**src/rtl/dw_pkg.sv**
```systemverilog
// Shared depthwise/pointwise constants and the round-and-saturate helper.
package dw_pkg;

  localparam int KSIZE_DEF = 3;
  localparam int NTAPS_DEF = KSIZE_DEF * KSIZE_DEF;
  localparam int SAT_W     = 128;

  function automatic int acc_width(input int dw);
    return 2 * dw + 8;
  endfunction

  // Round half up at bit frac, then clamp to the signed dw-bit range.
  function automatic logic signed [63:0] sat_round(input logic signed [SAT_W-1:0] acc,
                                                   input int frac, input int dw);
    logic signed [SAT_W-1:0] one, q, hi, lo;
    one = 1;
    q   = acc;
    if (frac > 0) q = (acc + (one <<< (frac - 1))) >>> frac;
    hi = (one <<< (dw - 1)) - one;
    lo = -(one <<< (dw - 1));
    if (q > hi) q = hi;
    else if (q < lo) q = lo;
    return q[63:0];
  endfunction

endpackage

```
**src/rtl/dw_quant.sv**
```systemverilog
// Combinational round, saturate and optional ReLU of a wide accumulator.
module dw_quant
  import dw_pkg::*;
#(
  parameter int DW   = 32,
  parameter int ACCW = 2 * DW + 8,
  parameter int FRAC = 8
) (
  input  logic signed [ACCW-1:0] acc,
  input  logic                   relu_en,
  output logic signed [DW-1:0]   q
);

  logic signed [SAT_W-1:0] acc_ext;
  logic signed [63:0]      sat;

  always_comb begin
    acc_ext = {{(SAT_W - ACCW){acc[ACCW-1]}}, acc};
    sat     = sat_round(acc_ext, FRAC, DW);
    if (relu_en && sat[63]) q = '0;
    else q = sat[DW-1:0];
  end

endmodule

```
**src/rtl/dw_conv_pe.sv**
```systemverilog
// Depthwise convolution PE: one weight popped per accepted pixel, KSIZE^2-tap MAC,
// bias, quantisation and a single-entry output register.
module dw_conv_pe
  import dw_pkg::*;
#(
  parameter int DW    = 32,
  parameter int KSIZE = KSIZE_DEF,
  parameter int FRAC  = 8,
  parameter int ACCW  = acc_width(DW)
) (
  input  logic                 clk,
  input  logic                 rst,
  input  logic                 weight_load,
  input  logic                 w_valid,
  output logic                 dw_ready,
  input  logic signed [DW-1:0] dw_out,
  input  logic signed [DW-1:0] bias,
  input  logic                 relu_en,
  input  logic                 pix_valid,
  output logic                 pix_ready,
  input  logic signed [DW-1:0] pix_data,
  output logic                 out_valid,
  input  logic                 out_ready,
  output logic [DW-1:0]        out_data
);

  localparam int NTAPS = KSIZE * KSIZE;
  localparam int TW    = (NTAPS > 1) ? $clog2(NTAPS) : 1;

  logic [TW-1:0]           tap_reg;
  logic                    fire, tap_first, tap_last, s1_done;
  logic                    s1_valid_reg, s1_first_reg, s1_last_reg, s1_relu_reg;
  logic signed [DW-1:0]    s1_bias_reg;
  logic [2*DW-1:0]         s1_prod_reg;
  logic signed [ACCW-1:0]  acc_reg, acc_next;
  logic signed [DW-1:0]    q_next;
  logic                    out_valid_reg;
  logic [DW-1:0]           out_data_reg;

  // The last tap sitting in S1 blocks new pixels so only one window is in flight.
  assign s1_done   = s1_valid_reg & s1_last_reg;
  assign pix_ready = ~rst & ~weight_load & ~s1_done & (~out_valid_reg | out_ready);
  assign fire      = pix_valid & pix_ready & w_valid;
  assign dw_ready  = fire;
  assign tap_first = (tap_reg == '0);
  assign tap_last  = (tap_reg == TW'(NTAPS - 1));
  assign out_valid = out_valid_reg;
  assign out_data  = out_data_reg;

  always_comb begin
    acc_next = (s1_first_reg ? {{(ACCW - DW){s1_bias_reg[DW-1]}}, s1_bias_reg} : acc_reg)
             + {{(ACCW - 2 * DW){s1_prod_reg[2*DW-1]}}, s1_prod_reg};
  end

  dw_quant #(
    .DW  (DW),
    .ACCW(ACCW),
    .FRAC(FRAC)
  ) u_quant (
    .acc    (acc_next),
    .relu_en(s1_relu_reg),
    .q      (q_next)
  );

  always_ff @(posedge clk) begin
    if (rst) begin
      tap_reg       <= '0;
      s1_valid_reg  <= 1'b0;
      s1_first_reg  <= 1'b0;
      s1_last_reg   <= 1'b0;
      s1_relu_reg   <= 1'b0;
      s1_bias_reg   <= '0;
      s1_prod_reg   <= '0;
      acc_reg       <= '0;
      out_valid_reg <= 1'b0;
      out_data_reg  <= '0;
    end else if (weight_load) begin
      // Abort the partial window but still deliver a result already held.
      tap_reg      <= '0;
      s1_valid_reg <= 1'b0;
      acc_reg      <= '0;
      if (out_valid_reg && out_ready) out_valid_reg <= 1'b0;
    end else begin
      s1_valid_reg <= fire;
      if (fire) begin
        tap_reg      <= tap_last ? '0 : tap_reg + TW'(1);
        // Sign-extended operands make the unsigned product bit-exact for signed inputs.
        s1_prod_reg  <= {{DW{pix_data[DW-1]}}, pix_data} * {{DW{dw_out[DW-1]}}, dw_out};
        s1_first_reg <= tap_first;
        s1_last_reg  <= tap_last;
        if (tap_first) s1_bias_reg <= bias;
        if (tap_last) s1_relu_reg <= relu_en;
      end
      if (s1_valid_reg) acc_reg <= acc_next;
      if (s1_done) begin
        out_valid_reg <= 1'b1;
        out_data_reg  <= q_next;
      end else if (out_valid_reg && out_ready) begin
        out_valid_reg <= 1'b0;
      end
    end
  end

endmodule

```
**config.mk**
```make
export PLATFORM = sky130hd
export DESIGN_NAME = dw_conv_pe
export DESIGN_NICKNAME = d
export VERILOG_FILES = /design/src/rtl/dw_pkg.sv /design/src/rtl/dw_quant.sv /design/src/rtl/dw_conv_pe.sv
export SDC_FILE = /design/constraint.sdc
export NUM_CORES = 2
export LEC_CHECK = 0
export BUFFER_PORTS_ARGS = -buffer_cell sky130_fd_sc_hd__buf_2
export CORE_UTILIZATION = 55
export DETAILED_ROUTE_END_ITERATION = 10
export GPL_TIMING_DRIVEN = 0
export PLACE_DENSITY_LB_ADDON = 0.05
export SYNTH_ARGS = -nofsm -noshare
export SYNTH_HDL_FRONTEND = slang
export SYNTH_HIERARCHICAL = 1
export SYNTH_SLANG_ARGS = --single-unit
```
**constraint.sdc**
```tcl
create_clock -name clk -period 9.5 [get_ports clk]
set_input_delay 0.475 -clock clk [delete_from_list [all_inputs] [get_ports clk]]
set_output_delay 0.475 -clock clk [all_outputs]
set_load 0.02 [all_outputs]
```
# After elaboration in Yosys (flattened, before gate mapping)

Cells that the tools add are included.

Order comparisons: 2
Mux-type cells: 8
Add/subtract/negate cells: 3
Multiply operators: 1
Bitwise gates (word level): 11
Equal/unequal tests: 1
Reduce and logical (&&, ||, !) cells: 8

Operators with widths:

| cell                                                         | count |
|---|---|
| 2-to-1 mux 64 bit                                            | 2 |
| adder 72 x 9 -> 73 bit, second input constant                | 1 |
| adder 72 bit                                                 | 1 |
| 2-to-1 mux 72 bit                                            | 1 |
| > comparator 65 x 32 -> 1 bit, second input constant         | 1 |
| less-than comparator 65 x 32 -> 1 bit, second input constant | 1 |
| multiplier 32 x 32 -> 64 bit                                 | 1 |
| 2-to-1 mux 32 bit                                            | 1 |
| bitwise AND 1 bit                                            | 6 |
| AND reduction 3 bit                                          | 2 |
| adder 4 x 1 -> 4 bit, second input constant                  | 1 |
| equality test 4 bit, second input constant                   | 1 |
| logical NOT 4 bit                                            | 1 |
| 2-to-1 mux 4 bit                                             | 1 |
| NOT 1 bit                                                    | 4 |
| AND reduction 2 bit                                          | 2 |
| 2-to-1 mux 1 bit                                             | 3 |
| logical AND 1 bit                                            | 2 |
| OR reduction 2 bit                                           | 1 |
| bitwise OR 1 bit                                             | 1 |

Word-level logic and storage cells: 44
Register bits after elaboration: 209
Output and inout bits: 35

# Depth between registers and ports, before layout

Word-level depth: 8
Mapped depth: 29
Mapped depth without buffers: 27

# Hierarchy

The synthesis kept the hierarchy.

By module, submodules not included:

| module     | area an instance (µm²) | seq. area each (µm²) | times used | cells an instance |
|---|---|---|---|---|
| dw_conv_pe | 49237.2                | 4184.0               | 1          | 5632 |
| dw_quant   | 2148.3                 | 0.0                  | 1          | 329 |

# Least setup slack after synthesis

OpenSTA, ideal clock, no wires.

Path kind: input port to flip-flop
Start point: input port pix_data[5]
End point: register s1_prod_reg[63]
Path buffers: 2
Data arrival time: 7753 ps
Cell stages on the path: 26
Slack: 1627 ps
Data required time: 9380 ps
Setup time: 120 ps
Cell sequence: clkbuf_1 nand2_1 fa_1 inv_1 fa_1 inv_1 fa_1 inv_1 fa_1 fa_1 fa_1 fa_1 inv_1 fa_1 inv_1 ha_1 buf_2 nand3_1 or4_1 nor2_1 a211oi_2 o41a_1 o31ai_2 a41oi_1 a21o_1 a211o_1

Word-level cells in the longest chain between the ends: 1

RTL lines:

| item                         | line             | source |
|---|---|---|
| start: declaration           | dw_conv_pe.sv:21 | `input logic signed [DW-1:0] pix_data,` |
| multiplier 32 x 32 -> 64 bit | dw_conv_pe.sv:88 | `s1_prod_reg <= {{DW{pix_data[DW-1]}}, pix_data} * {{DW{dw_out[DW-1]}}, dw_out};` |
| end signal: assignment       | dw_conv_pe.sv:88 |  |
| end: declaration             | dw_conv_pe.sv:34 | `logic [2*DW-1:0] s1_prod_reg;` |

No other way between the ends.
A chain may end at the register's enable or synchronous reset.

# Worst setup path in the final report

Start point: input port dw_out[31]
End point: register s1_prod_reg[63]

Word-level cells in the longest chain between the ends: 1

RTL lines:

| item                         | line             | source |
|---|---|---|
| start: declaration           | dw_conv_pe.sv:16 | `input logic signed [DW-1:0] dw_out,` |
| multiplier 32 x 32 -> 64 bit | dw_conv_pe.sv:88 |  |

No other way between the ends.

==> results_dict.tcl <==
set metrics [dict create \
    core-area_um2 92100 \
    areaGrowthSynthToFinish_pct 5.87 \
    vias 42801 \
    cts_buffers 21 \
    hold_class "input pin to flip-flop" \
    end_kind "flip-flop" \
    drt_first_pass_iters 6 \
    die_area_um2 94600 \
    startpoint_type "input pin" \
    grt_pass1_vias 43825 \
    grt_max_degree 25 \
    place.port_buffers 136 \
    fin_crit_ns 9.21 \
    place.gp.congestion 1.01 \
    ant_nets 0 \
    largest_reg_flops 72 \
    arrival_ns 9.63 \
    critPathMaxFanout 11 \
    post-route-cell-area_um2 54400 \
    drv_slew 0 \
    final_layout_size_suffix_gt1_share_pct 4.40 \
    max_freq_mhz 109 \
    grt_first_pass_wirelength_mm 277 \
    yosys_warnings 6 \
    rsz0062_at_grt "false" \
    ios 138 \
    wl_per_cell_um 24.9 \
    die_h_um 308 \
    worst_pin_slew_ns 1.38 \
    syn_area_um2 51400 \
    vias_per_cell 5.79 \
    cts_tree "done" \
    final_common_cell "inv_1" \
    placed_area_um2 53600 \
    worstPathRequired_ns 9.93 \
    layout.nets 7563 \
    clock-sinks 209 \
    grt_overflow 0 \
    final_cell_mix "inv_1 (1164), fa_1 (1082), nand2_1 (838)" \
    first_iter_violations 4103 \
    worstSkewPairLatency_ns 0.54 \
    tns_ns 0 \
    postSynthAreaPerCell_um2 8.62 \
    dp_hpwl_mm 151 \
    synthCells 5960 \
    timing.slew.headroom_pct 6.74 \
    max_cap_viol_count 0 \
    critPathKind "input pin to flip-flop" \
    rows 111 \
    run_status "completed" \
    routed_wl_mm 184 \
    clockBufferDepth 3 \
    ctsHtreeMaxLevel 1 \
    cts.clk_slew.worst_paths_ns 0.07 \
    grt_antenna_before_repair 23 \
    synth.net_count 7404 \
    initial_core_util_pct 55.8 \
    setup_viol 0 \
    final_core_util_pct 59.1 \
    skew_ns 0.0202 \
    hold_violations 0 \
    die_x_um 308 \
    grt_use_total_pct 40.1 \
    cts-root-buf "clkbuf_16" \
    finalCritPeriodShare_pct 96.9 \
    drc 0 \
]
-- area by class of cell --
type                            instances  area, um^2
Sequential cell                       209        4180
Timing Repair Buffer                  136         681
Clock buffer                           29         586
Clock inverter                          9         120
Antenna cell                           17        42.5
Multi-Input combinational cell       4249       41500
Tap cell                             1243        1560
Inverter                             1164        4370
Buffer                                338        1330
Fill cell                            8637       37700
-- metal layers --
metal | GRT usage (%) | routed length (um)
met5 | 0 | 42
met4 | 19.8 | 11700
met3 | 9.45 | 19300
met2 | 60.5 | 78700
met1 | 54.4 | 74500
-- stage by stage --
step                      hold slack, ns  cells  setup WS (ns)
after global placement             0.442   7339         -0.229
after CTS                          0.166   7377          0.295
after global routing               0.177   7379        0.00854
after detailed placement           0.444   7339         -0.254
final                              0.180   7394          0.294
after floorplan                    0.433   5960           1.63
-- path summary, 6_finish.rpt --
kind	from	end	slack, ns	depth (start not counted)
min reg2reg	out_data[14]	out_data[14]	0.45	2
max	dw_out[31]	s1_prod_reg[63]	0.29	25
max reg2reg	s1_first_reg	out_data[29]	0.74	24
min	bias[9]	s1_bias_reg[9]	0.18	3
-- worst max-delay path, cell delays in order --
cell and delay [ns]:
buf_2 0.34, clkbuf_1 0.90, nand2b_1 0.19, fa_1 0.58
fa_1 0.60, inv_1 0.07, fa_1 0.53, fa_1 0.53
fa_1 0.52, fa_1 0.52, fa_1 0.54, inv_1 0.05
fa_1 0.53, inv_1 0.04, ha_1 0.26, buf_2 0.18
nand3_1 0.15, or4_1 0.52, nor2_1 0.14, a211oi_2 0.18
o41a_1 0.48, o31ai_2 0.53, a41oi_1 0.27, a21o_1 0.22
a211o_1 0.24
-- what timing repair did --
action,in CTS,in global routing
gates resized for setup,0,12
endpoints found under the setup margin,0,42
hold buffers,0,0
setup buffers,0,0
Power is not shown: default switching activity piles up to over one toggle a cycle in this logic, so the estimate is an artifact.
